<file path="src/rtl/viterbi_channel_injector.sv">
// Noisy-channel model between the convolutional encoder and the Viterbi decoder: registers each
// symbol, XORs cfg_mask onto selected symbols (burst/random/one-shot) and keeps saturating stats.
module viterbi_channel_injector #(
    parameter int                SYM_W  = 2,
    parameter int                CNT_W  = 16,
    parameter int                LFSR_W = 16,
    parameter logic [LFSR_W-1:0] SEED   = 16'hACE1
) (
    input  logic              clk,
    input  logic              rst,
    input  logic [1:0]        cfg_mode,
    input  logic [CNT_W-1:0]  cfg_period,
    input  logic [CNT_W-1:0]  cfg_burst_len,
    input  logic [LFSR_W-1:0] cfg_thresh,
    input  logic [SYM_W-1:0]  cfg_mask,
    input  logic              start,
    input  logic              clr_stats,
    input  logic              sym_valid_i,
    input  logic [SYM_W-1:0]  sym_i,
    output logic              sym_valid_o,
    output logic [SYM_W-1:0]  sym_o,
    output logic              err_o,
    output logic [CNT_W-1:0]  sym_cnt_o,
    output logic [CNT_W-1:0]  err_sym_cnt_o,
    output logic [CNT_W-1:0]  err_bit_cnt_o
);

    typedef enum logic [1:0] {
        MODE_PASS     = 2'd0,
        MODE_PERIODIC = 2'd1,
        MODE_RANDOM   = 2'd2,
        MODE_ONESHOT  = 2'd3
    } mode_t;

    typedef enum logic {S_IDLE, S_BURST} state_t;

    localparam logic [LFSR_W-1:0] LFSR_TAPS = LFSR_W'(16'hB400);

    function automatic logic [CNT_W-1:0] popcount(input logic [SYM_W-1:0] v);
        logic [CNT_W-1:0] n;
        n = '0;
        for (int i = 0; i < SYM_W; i++) n = n + CNT_W'(v[i]);
        return n;
    endfunction

    function automatic logic [CNT_W-1:0] sat_add(input logic [CNT_W-1:0] a, input logic [CNT_W-1:0] b);
        logic [CNT_W:0] s;
        s = {1'b0, a} + {1'b0, b};
        return s[CNT_W] ? '1 : s[CNT_W-1:0];
    endfunction

    mode_t             mode_q;
    state_t            state_q, state_d, state_eff;
    logic [CNT_W-1:0]  pos_q, pos_d, pos_eff;
    logic [CNT_W-1:0]  rem_q, rem_d, rem_cur;
    logic [LFSR_W-1:0] lfsr_q, lfsr_d;
    logic [CNT_W:0]    pos_inc;
    logic              mode_chg, start_ok, inj, err_now;
    logic [CNT_W-1:0]  flip_cnt;

    logic              vld_q, err_q;
    logic [SYM_W-1:0]  sym_q;
    logic [CNT_W-1:0]  sym_cnt_q, err_sym_cnt_q, err_bit_cnt_q;

    always_comb begin
        // NOTE: every combinational output gets a default first, so no path can infer a latch.
        inj     = 1'b0;
        pos_d   = '0;
        state_d = S_IDLE;
        rem_d   = rem_q;

        // A mode change is seen in the same cycle: the symbol then sees pos=0 and an idle FSM.
        mode_chg  = mode_t'(cfg_mode) != mode_q;
        pos_eff   = mode_chg ? '0 : pos_q;
        state_eff = mode_chg ? S_IDLE : state_q;
        pos_d     = pos_eff;
        state_d   = state_eff;
        pos_inc   = {1'b0, pos_eff} + (CNT_W+1)'(1);
        start_ok  = start && (state_eff == S_IDLE) && (cfg_burst_len != '0);
        rem_cur   = (state_eff == S_BURST) ? rem_q : cfg_burst_len;

        lfsr_d = sym_valid_i ? ({1'b0, lfsr_q[LFSR_W-1:1]} ^ (lfsr_q[0] ? LFSR_TAPS : '0)) : lfsr_q;

        case (mode_t'(cfg_mode))
            MODE_PERIODIC: begin
                inj = (cfg_period != '0) && (pos_eff < cfg_burst_len);
                if (sym_valid_i)
                    pos_d = (cfg_period == '0 || pos_inc >= {1'b0, cfg_period}) ? '0 : pos_inc[CNT_W-1:0];
            end
            MODE_RANDOM: inj = lfsr_q < cfg_thresh;
            MODE_ONESHOT: begin
                if (start_ok || state_eff == S_BURST) begin
                    inj     = 1'b1;
                    state_d = S_BURST;
                    rem_d   = rem_cur;
                    if (sym_valid_i) begin
                        rem_d = rem_cur - CNT_W'(1);
                        if (rem_cur == CNT_W'(1)) state_d = S_IDLE;
                    end
                end
            end
            default: ;
        endcase

        err_now  = inj && (cfg_mask != '0);
        flip_cnt = inj ? popcount(cfg_mask) : '0;
    end

    always_ff @(posedge clk) begin
        // NOTE: reset is sampled on the clock edge, and all state is updated with non-blocking assignments.
        if (!rst) begin
            mode_q        <= MODE_PASS;
            state_q       <= S_IDLE;
            pos_q         <= '0;
            rem_q         <= '0;
            lfsr_q        <= SEED;
            vld_q         <= 1'b0;
            err_q         <= 1'b0;
            sym_q         <= '0;
            sym_cnt_q     <= '0;
            err_sym_cnt_q <= '0;
            err_bit_cnt_q <= '0;
        end else begin
            mode_q  <= mode_t'(cfg_mode);
            state_q <= state_d;
            pos_q   <= pos_d;
            rem_q   <= rem_d;
            lfsr_q  <= lfsr_d;
            vld_q   <= sym_valid_i;
            err_q   <= sym_valid_i && err_now;
            if (sym_valid_i) sym_q <= sym_i ^ (inj ? cfg_mask : '0);
            // Clear beats a coincident symbol, which is then not counted.
            if (clr_stats) begin
                sym_cnt_q     <= '0;
                err_sym_cnt_q <= '0;
                err_bit_cnt_q <= '0;
            end else if (sym_valid_i) begin
                sym_cnt_q     <= sat_add(sym_cnt_q, CNT_W'(1));
                err_sym_cnt_q <= sat_add(err_sym_cnt_q, CNT_W'(err_now));
                err_bit_cnt_q <= sat_add(err_bit_cnt_q, flip_cnt);
            end
        end
    end

    assign sym_valid_o   = vld_q;
    assign sym_o         = sym_q;
    assign err_o         = err_q;
    assign sym_cnt_o     = sym_cnt_q;
    assign err_sym_cnt_o = err_sym_cnt_q;
    assign err_bit_cnt_o = err_bit_cnt_q;

endmodule

</file>
<file path="config.mk">
export PLATFORM = sky130hd
export DESIGN_NAME = viterbi_channel_injector
export DESIGN_NICKNAME = d
export VERILOG_FILES = /design/src/rtl/viterbi_channel_injector.sv
export SDC_FILE = /design/constraint.sdc
export NUM_CORES = 1
export LEC_CHECK = 0
export ABC_CLOCK_PERIOD_IN_PS = 4500
export BUFFER_PORTS_ARGS = -buffer_cell sky130_fd_sc_hd__buf_4
export CAP_MARGIN = 30
export CORE_ASPECT_RATIO = 0.8
export CORE_MARGIN = 2
export CORE_UTILIZATION = 39
export DETAILED_ROUTE_END_ITERATION = 10
export HOLD_SLACK_MARGIN = 0.1
export PLACE_DENSITY = 0.7
export SLEW_MARGIN = 25
export SYNTH_ARGS = -nofsm -noshare
export SYNTH_HDL_FRONTEND = slang
export SYNTH_SLANG_ARGS = --single-unit
</file>
<file path="constraint.sdc">
create_clock -name clk -period 4.5 [get_ports clk]
set_input_delay 0.45 -clock clk [delete_from_list [all_inputs] [get_ports clk]]
set_output_delay 0.45 -clock clk [all_outputs]
set_load 0.005 [all_outputs]
</file>
==> flow_summary.yaml, run 1 <==
outcome:
  status: "finished clean"
routing:
  drc_errors: 0
  viasPerCell: 5.48
  drt_wl_total_um: 19400
  drt-initial-drc-count: 470
  first_pass_iters: 5
  ant_nets: 0
  routedWlPerCell_um: 15.6
  via_count: 6801
global_routing:
  grt_pass1_wl_um: 31300
  grt.met3_usage: 0.0610
  globalRouteOverflowTotal: 0
  grt_max_degree: 52
  grt_util_met1: 0.288
  track_usage: 0.205
  use_met2: 0.310
  antenna_found_initial: 0
  grt_pass1_vias: 6237
  top_usage_layer: "met2"
critical_path:
  slowest_delay_ps: 530
  worstPathMaxFanout: 11
  endpoint_kind: "flop"
  cp_common_cell: "buf_4"
  r2r_start: "mode_q[1]"
  required_ps: 4810
  worstPathArrival_ps: 4590
  cp_top_family: "simple AND/OR/NAND/NOR gates"
  critPathSlowestCell: "or4_1"
  crit_type: "reg -> reg"
  crit_start: "mode_q[1]"
  worstPathCellList: "xor2_2 -> nor2_1 -> buf_4 -> nand2_1 -> inv_1 -> ha_1 -> a211oi_1 -> nor2_1 -> nor4_2 -> o311ai_1 -> o211ai_1 -> buf_4 -> and2_1 -> ha_1 -> inv_1 -> fa_2 -> nand2b_1 -> or4_1 -> buf_4 -> nand3_1 -> o211a_1"
  startpoint_type: "flop"
  crit_buf_inv: 5
sta:
  slew_headroom: 0.402
  min_period_ps: 4280
  skew_ps: 11.7
  setup_viol: 0
  slew_viol_final: 0
  tightest_slew_ps: 894
  hold_violations: 0
  max_freq_mhz: 233
  fin_crit_sh: 0.952
logic_synthesis:
  ys_ff_latch: 103
  syn_inst: 887
  synth_edf_count: 0
  synth_area_leaders: "dfxtp_1 (30%), ha_1 (9.9%), a21oi_1 (5.9%), nand2_1 (4.9%), xnor2_1 (4.2%)"
  syn_area_sq_um: 6930
  synth-seq-area-share: 0.297
  synth_cell_types: 67
  synth-compound-area-share: 0.174
  yosys_warnings: 0
  synth-adder-area-share: 0.102
  synth_mux_area_frac: 0.0507
  synth_top_family_by_area: "simple AND/OR/NAND/NOR gates"
  yosys.area_share.simple: 0.243
  avgSynthCellArea_sq_um: 7.81
  synth_nets: 1002
  async_flop_share: 0
  yosys.area.top_type_share: 0.297
  synth_ff_type: "dfxtp_1"
  post-synth-top-area-cell: "dfxtp_1"
  synth-xor-area-share: 0.0742
placement:
  placed_area_sq_um: 8210
  io_buffers: 110
  place_hpwl_um: 14400
  gp_congestion: 0.912
clock_network:
  cts_tree: "done"
  clkTransAtPathRegs_ps: 80
  clock-sinks: 103
  cts_made_buffers: 9
  clk_path_buf_depth: 2
  h-tree-depth: 3
  cts-root-buf: "clkbuf_16"
  clk_latency_ps: 360
layout:
  nets: 1126
  final_common_cell: "buf_4"
  multi_input_area_sq_um: 4510
  syn_to_final_growth_pct: 23.4
  fin_area_sq_um: 8560
  n_fill_cell: 1682
  layout-drive-gt1-share: 0.198
  regArea_sq_um: 2070
  mostFrequentLayoutCells: "buf_4 (150), dfxtp_1 (101), nand2_1 (91)"
  antenna_cells: 0
min_path:
  hp-start: "cfg_burst_len[15]"
  hp-class: "in -> reg"
power:
  p_total_mw: 2.02
  p_leak_nw: 3.81
  powerDensity_nw_per_um2: 236
  worst_ir_drop_vdd_mv: 0.191
floorplan:
  start_util: 0.399
  core_area_sq_um: 17400
  die_w_um: 153
  die_y_um: 123
  core.rowCount: 43
  io_pins: 111
  dieArea_sq_um: 18900
run:
  drv_cap: 0
kinds of logic after synthesis:
family	count (synthesis)
AND/OR/NAND/NOR	340
AO/OA/AOI/OAI	192
buffers and inverters	105
flip-flops	103
XOR/XNOR	57
adder cells (fa/ha/maj)	56
multiplexers	34
through the flow:
| step | instances | hold WS [ps] | TNS [ps] | worst slack (ps) | util |
|---|---|---|---|---|---|
| after global placement | 1222 | 471 | -26.3 | -12.6 | 0.472 |
| after global routing | 1241 | 425 | -85.0 | -45.3 | 0.492 |
| after floorplan | 887 | 453 | 0 | 37.7 | - |
| after detailed placement | 1223 | 474 | -649 | -68.1 | 0.472 |
| final | 1241 | 414 | 0 | 217 | 0.492 |
| after CTS | 1239 | 402 | 0 | 49.1 | 0.489 |
cells in the mapped netlist, types with 13 or more instances:
master    number
dfxtp_1      103
nand2_1       91
a21oi_1       82
nor2_1        76
inv_1         65
ha_1          55
nand3_1       47
xnor2_1       33
nor3_1        32
clkbuf_1      31
o21ai_0       31
mux2i_1       27
xor2_1        22
nand4_1       21
a31oi_1       16
and3_1        13
repair_timing:
| action | CTS | global route |
|---|---|---|
| gates resized for setup | 0 | 10 |
| hold buffers | 0 | 0 |
| setup endpoints to repair | 0 | 29 |
| setup buffers | 0 | 2 |
| hold endpoints to repair | 0 | 0 |
report_power, final:
part	internal (mW)	switching, mW
Clock	0.389	0.396
Sequential	0.932	0.0205
Combinational	0.123	0.161
sequential cells by signal (all words and copies together), names as in the netlist, 2 cells and up:
signal and flops:
err_bit_cnt_o 16, sym_o 2, pos_q 16, lfsr_q 16, sym_cnt_o 16, rem_q 16, err_sym_cnt_o 16, mode_q 2
worst reg2reg max path, cell delays in order (launching register included):
cell and delay [ps]:
dfxtp_4 390, xor2_2 150, nor2_1 80, buf_4 180, nand2_1 140, inv_1 110
ha_1 190, a211oi_1 220, nor2_1 90, nor4_2 330, o311ai_1 160, o211ai_1 300
buf_4 170, and2_1 120, ha_1 150, inv_1 60, fa_2 330, nand2b_1 140
or4_1 530, buf_4 170, nand3_1 70, o211a_1 140
path summary, 6_finish.rpt:
check / cells after the start / endpoint / slack (ps)
worst max-delay path: 21 / err_bit_cnt_o[14] / 220
worst min-delay path: 3 / rem_q[15] / 410
worst max register to register: 21 / err_bit_cnt_o[14] / 220
worst min register to register: 2 / rem_q[1] / 490
layer usage:
layer | up-vias | part of all wire
met5 | - | 0
met2 | 218 | 0.43
met3 | 22 | 0.083
met4 | 0 | 0.015
li1 | 3403 | -
met1 | 3158 | 0.47
area by class of cell:
type	instances	area share
multi-input combinational	679	0.527
sequential	103	0.242
timing repair buffer	152	0.136
tap	225	0.0329
inverter	66	0.0290
clock buffer	9	0.0263
clock inverter	7	0.00716
No activity file was read; power rests on OpenSTA's default activity.
==> run 2, diff against run 1 <==
--- a/config.mk
+++ b/config.mk
@@ -5,7 +5,7 @@
 export SDC_FILE = /design/constraint.sdc
 export NUM_CORES = 1
 export LEC_CHECK = 0
-export ABC_CLOCK_PERIOD_IN_PS = 4500
+export ABC_CLOCK_PERIOD_IN_PS = 5100
 export BUFFER_PORTS_ARGS = -buffer_cell sky130_fd_sc_hd__buf_4
 export CAP_MARGIN = 30
 export CORE_ASPECT_RATIO = 0.8
@@ -13,7 +13,7 @@
 export CORE_UTILIZATION = 39
 export DETAILED_ROUTE_END_ITERATION = 10
 export HOLD_SLACK_MARGIN = 0.1
-export PLACE_DENSITY = 0.7
+export PLACE_DENSITY = 0.68
 export SLEW_MARGIN = 25
 export SYNTH_ARGS = -nofsm -noshare
 export SYNTH_HDL_FRONTEND = slang
==> constraint.sdc (replaced) <==
create_clock -name clk -period 5.1 [get_ports clk]
set_input_delay 0.51 -clock clk [delete_from_list [all_inputs] [get_ports clk]]
set_output_delay 0.51 -clock clk [all_outputs]
set_load 0.005 [all_outputs]
==> flow_summary.yaml, run 2 (synthesis gave the netlist of run 1 again) <==
outcome:
  status: "finished clean"
sta:
  slew_headroom: 0.429
  fin_ws_ps: 365
  skew_ps: 11.4
  setup-tns-final_ps: 0
  hold_violations: 0
  fin_crit_sh: 0.929
  max_freq_mhz: 211
  tightest_slew_ps: 853
  min_period_ps: 4740
  setup_viol: 0
  slew_viol_final: 0
placement:
  dp_cells: 1193
  pre_cts_ws_ps: -30.1
  io_buffers: 110
  gp_congestion: 0.931
  place_hpwl_um: 14400
  placed_area_sq_um: 7950
routing:
  first_pass_iters: 5
  drt-initial-drc-count: 403
  via_count: 6765
  drt_wl_total_um: 19200
  ant_nets: 0
  drc_errors: 0
  viasPerCell: 5.59
  routedWlPerCell_um: 15.9
clock_network:
  clock-sinks: 103
  h-tree-depth: 3
  clk_latency_ps: 370
  clkTransAtPathRegs_ps: 90
  post_cts_resized: 0
  cts_made_buffers: 9
  cts-root-buf: "clkbuf_16"
  clk_path_buf_depth: 2
  cts_tree: "done"
power:
  power.switching_mw: 0.528
  p_total_mw: 1.81
  power.share.clock: 0.401
  worst_ir_drop_vdd_mv: 0.192
  p_leak_nw: 3.64
  p_int_mw: 1.28
  p_seq_frac: 0.465
  powerDensity_nw_per_um2: 218
  combPwrFrac: 0.134
  p_sw_frac: 0.293
layout:
  fin_area_sq_um: 8270
  multi_input_area_sq_um: 4460
  nets: 1095
  layout-drive-gt1-share: 0.163
  finalNonFillerCells: 1210
  syn_to_final_growth_pct: 19.3
  final_common_cell: "buf_4"
  regArea_sq_um: 2060
  antenna_cells: 0
  mostFrequentLayoutCells: "buf_4 (121), dfxtp_1 (103), nand2_1 (91)"
  n_fill_cell: 1743
run:
  drv_cap: 0
critical_path:
  crit_type: "reg -> reg"
  required_ps: 5420
  r2r_cells: 20
  worstPathArrival_ps: 5050
  startpoint_type: "flop"
  worstPathMaxFanout: 14
  endpoint_kind: "flop"
floorplan:
  die_w_um: 153
  start_util: 0.399
  io_pins: 111
  die_y_um: 123
  dieArea_sq_um: 18900
  core.rowCount: 43
  core_area_sq_um: 17400
min_path:
  hp-class: "in -> reg"
  hold_depth: 2
global_routing:
  antenna_found_initial: 0
  globalRouteOverflowTotal: 0
  track_usage: 0.206
  grt_max_degree: 52
  grt_pass1_vias: 6223
  grt_pass1_wl_um: 31500
run 2: timing repair:
item / 4_1_cts / 5_1_grt
hold buffers: 0 / 0
endpoints found under the setup margin: 0 / 26
setup buffers: 0 / 1
run 2: final timing paths:
| path | from | end | slack, ps |
|---|---|---|---|
| min | cfg_mode[1] | mode_q[1] | 440 |
| max | mode_q[0] | err_bit_cnt_o[14] | 360 |
| min reg2reg | rem_q[1] | rem_q[1] | 490 |
| max reg2reg | mode_q[0] | err_bit_cnt_o[14] | 360 |
run 2: layer usage:
layer / share of wire / vias to the layer above / track usage
li1: - / 3359 / -
met1: 0.48 / 3147 / 0.293
met2: 0.42 / 241 / 0.311
met3: 0.092 / 18 / 0.0522
met4: 0.012 / 0 / 0.0538
met5: 0 / - / 0
run 2: critical path: stages, from the launching register on:
cell and delay (ps):
dfxtp_1 460, xor2_1 130, nor2_1 240, buf_4 230, nand2_1 120, inv_1 120
ha_1 260, a21oi_1 150, nand2_1 70, a211oi_1 350, o311ai_0 210, o211ai_1 210
buf_4 170, and2_1 130, ha_1 150, inv_1 50, fa_1 380, nand2b_1 150
or4_1 770, nand3_1 180, o211a_1 150
run 2: per-stage QoR:
stage / utilization / hold slack [ps]
global placement: 0.457 / 476
floorplan: - / 453
CTS: 0.475 / 426
global route: 0.476 / 439
detailed placement: 0.458 / 479
finish: 0.476 / 440
run 2: area by class of cell:
| type | instances | area share |
|---|---|---|
| clock inverters | 7 | 0.0101 |
| multi-input cells | 679 | 0.539 |
| inverters | 66 | 0.0300 |
| flip-flops and latches | 103 | 0.249 |
| well taps | 225 | 0.0340 |
| clock buffers | 9 | 0.0272 |
| repair buffers | 121 | 0.110 |
run 2: power by group through the flow:
stage / logic, mW / registers (mW) / clock network, mW
floorplan: 0.144 / 0.854 / 0
global placement: 0.235 / 0.859 / 0
detailed placement: 0.239 / 0.859 / 0
CTS: 0.240 / 0.840 / 0.743
global route: 0.271 / 0.844 / 0.769
finish: 0.242 / 0.840 / 0.723
==> run 3, diff against run 2 <==
--- a/config.mk
+++ b/config.mk
@@ -10,10 +10,11 @@
 export CAP_MARGIN = 30
 export CORE_ASPECT_RATIO = 0.8
 export CORE_MARGIN = 2
-export CORE_UTILIZATION = 39
+export CORE_UTILIZATION = 58
 export DETAILED_ROUTE_END_ITERATION = 10
 export HOLD_SLACK_MARGIN = 0.1
-export PLACE_DENSITY = 0.68
+export PLACE_DENSITY = 0.91
+export RECOVER_POWER = 50
 export SLEW_MARGIN = 25
 export SYNTH_ARGS = -nofsm -noshare
 export SYNTH_HDL_FRONTEND = slang
==> flow_summary.yaml, run 3 (synthesis gave the netlist of run 1 again) <==
global_routing:
  grt_pass1_wl_um: 31100
  grt_pass1_vias: 6468
  grt_max_degree: 52
  globalRouteOverflowTotal: 0
  track_usage: 0.295
  antenna_found_initial: 0
floorplan:
  core_area_sq_um: 11600
  core.rowCount: 35
  io_pins: 111
  start_util: 0.597
  die_y_um: 102
  die_w_um: 126
  dieArea_sq_um: 12800
layout:
  nets: 1094
  finalNonFillerCells: 1132
  antenna_cells: 0
  layout-drive-gt1-share: 0.152
  mostFrequentLayoutCells: "dfxtp_1 (103), nand2_1 (91), a21oi_1 (82)"
  final_common_cell: "dfxtp_1"
  fin_area_sq_um: 8130
  syn_to_final_growth_pct: 17.3
power:
  p_total_mw: 1.83
  power.share.clock: 0.406
  p_int_mw: 1.32
  worst_ir_drop_vdd_mv: 0.195
  powerDensity_nw_per_um2: 225
  power.switching_mw: 0.511
  combPwrFrac: 0.133
  p_sw_frac: 0.280
  p_seq_frac: 0.461
  p_leak_nw: 3.57
clock_network:
  clk_latency_ps: 360
  cts-root-buf: "clkbuf_16"
  cts_tree: "done"
  clkTransAtPathRegs_ps: 80
  cts_made_buffers: 9
  cts_setup_buffers: 0
  clock-sinks: 103
  clk_path_buf_depth: 2
  h-tree-depth: 3
routing:
  drc_errors: 0
  viasPerCell: 6.17
  routedWlPerCell_um: 16.8
  drt_wl_total_um: 19000
  drt-initial-drc-count: 818
  first_pass_iters: 5
  ant_nets: 0
  via_count: 6989
critical_path:
  crit_type: "reg -> reg"
  rr_endpoint: "err_sym_cnt_o[15]"
  worstPathArrival_ps: 5070
  rrSetupSlack_ps: 260
  endpoint_kind: "flop"
  worstPathMaxFanout: 8
  r2r_start: "mode_q[0]"
  r2r_cells: 20
  required_ps: 5330
  startpoint_type: "flop"
sta:
  max_freq_mhz: 207
  min_period_ps: 4840
  slew_viol_final: 0
  rsz0062_at_grt: "no"
  tightest_slew_ps: 1500
  skew_ps: 13.9
  hold_violations: 0
  setup_viol: 0
  slew_headroom: 0.00182
  whs_ps: 452
  fin_crit_sh: 0.949
run:
  drv_cap: 1
placement:
  io_buffers: 110
  place_hpwl_um: 13700
  placed_area_sq_um: 7850
  gp_congestion: 0.975
  dp_cells: 1115
min_path:
  min_to: "mode_q[1]"
  hold_depth: 2
  hp-class: "in -> reg"
  hp-start: "cfg_mode[1]"
outcome:
  failed_checks: "capacitance limit"
  status: "finished with violations"
run 3: changes by cell type in the layout (fill, tap and decap cells not counted), moves of 2 or more:
| cell | before | now |
|---|---|---|
| clkbuf_4 | 0 | 44 |
| buf_4 | 121 | 64 |
| clkinv_4 | 2 | 0 |
| clkbuf_1 | 0 | 12 |
run 3: per-stage QoR:
step	setup slack, ps	util	TNS [ps]
floorplan	343	-	0
global placement	-17.0	0.676	-17.0
detailed placement	-84.0	0.676	-144
CTS	109	0.704	0
global route	51.1	0.701	0
finish	261	0.701	0
run 3: cell type report:
type                            instances  area, sq um
Multi-Input combinational cell        679         4470
Fill cell                             917         3470
Sequential cell                       103         2060
Timing Repair Buffer                  120          856
Tap cell                              148          185
Inverter                               66          248
Clock inverter                          7         90.1
Clock buffer                            9          225
run 3: per-layer routing:
metal | vias to the layer above | global-route usage | part of all wire
met3 | 45 | 0.0856 | 0.11
met2 | 390 | 0.475 | 0.44
met5 | - | 0 | 0
li1 | 3348 | - | -
met1 | 3206 | 0.393 | 0.43
met4 | 0 | 0.0778 | 0.019
run 3: power groups by stage:
stage | clock network (mW) | registers, mW | logic, mW
finish | 0.741 | 0.841 | 0.244
global route | 0.777 | 0.844 | 0.267
CTS | 0.746 | 0.841 | 0.240
detailed placement | 0 | 0.859 | 0.236
global placement | 0 | 0.859 | 0.229
floorplan | 0 | 0.854 | 0.144
run 3: worst max-delay path by stage:
stage,cells after the start,startpoint,slack [ps],endpoint
6_report,20,mode_q[0],260,err_sym_cnt_o[15]
5_1_grt,20,mode_q[0],50,err_sym_cnt_o[15]
4_1_cts,19,mode_q[0],110,err_bit_cnt_o[14]
3_5_place_dp,20,cfg_mode[1],-80,err_bit_cnt_o[14]
3_3_place_gp,20,cfg_mode[1],-20,err_bit_cnt_o[14]
2_1_floorplan,21,cfg_mode[0],340,err_bit_cnt_o[2]
run 3: critical path, cell delays in order (launching register included):
cell      delay [ps]
dfxtp_1          450
xor2_1           140
nor2_2           250
buf_4            210
nand2_1          110
inv_1            120
ha_1             260
a21oi_1          150
nand2_1           70
a211oi_1         350
o311ai_0         230
o211ai_1         430
nor2b_1          250
ha_1             220
nand4_1          150
nor2_1           240
and2_1           170
nor2b_1          210
nor2b_1          320
nor4bb_1         340
nor3_1            70
run 3: timing repair:
action | in CTS | in global routing
hold buffers | 0 | 0
gates resized for setup | 0 | 2
endpoints found under the setup margin | 0 | 21
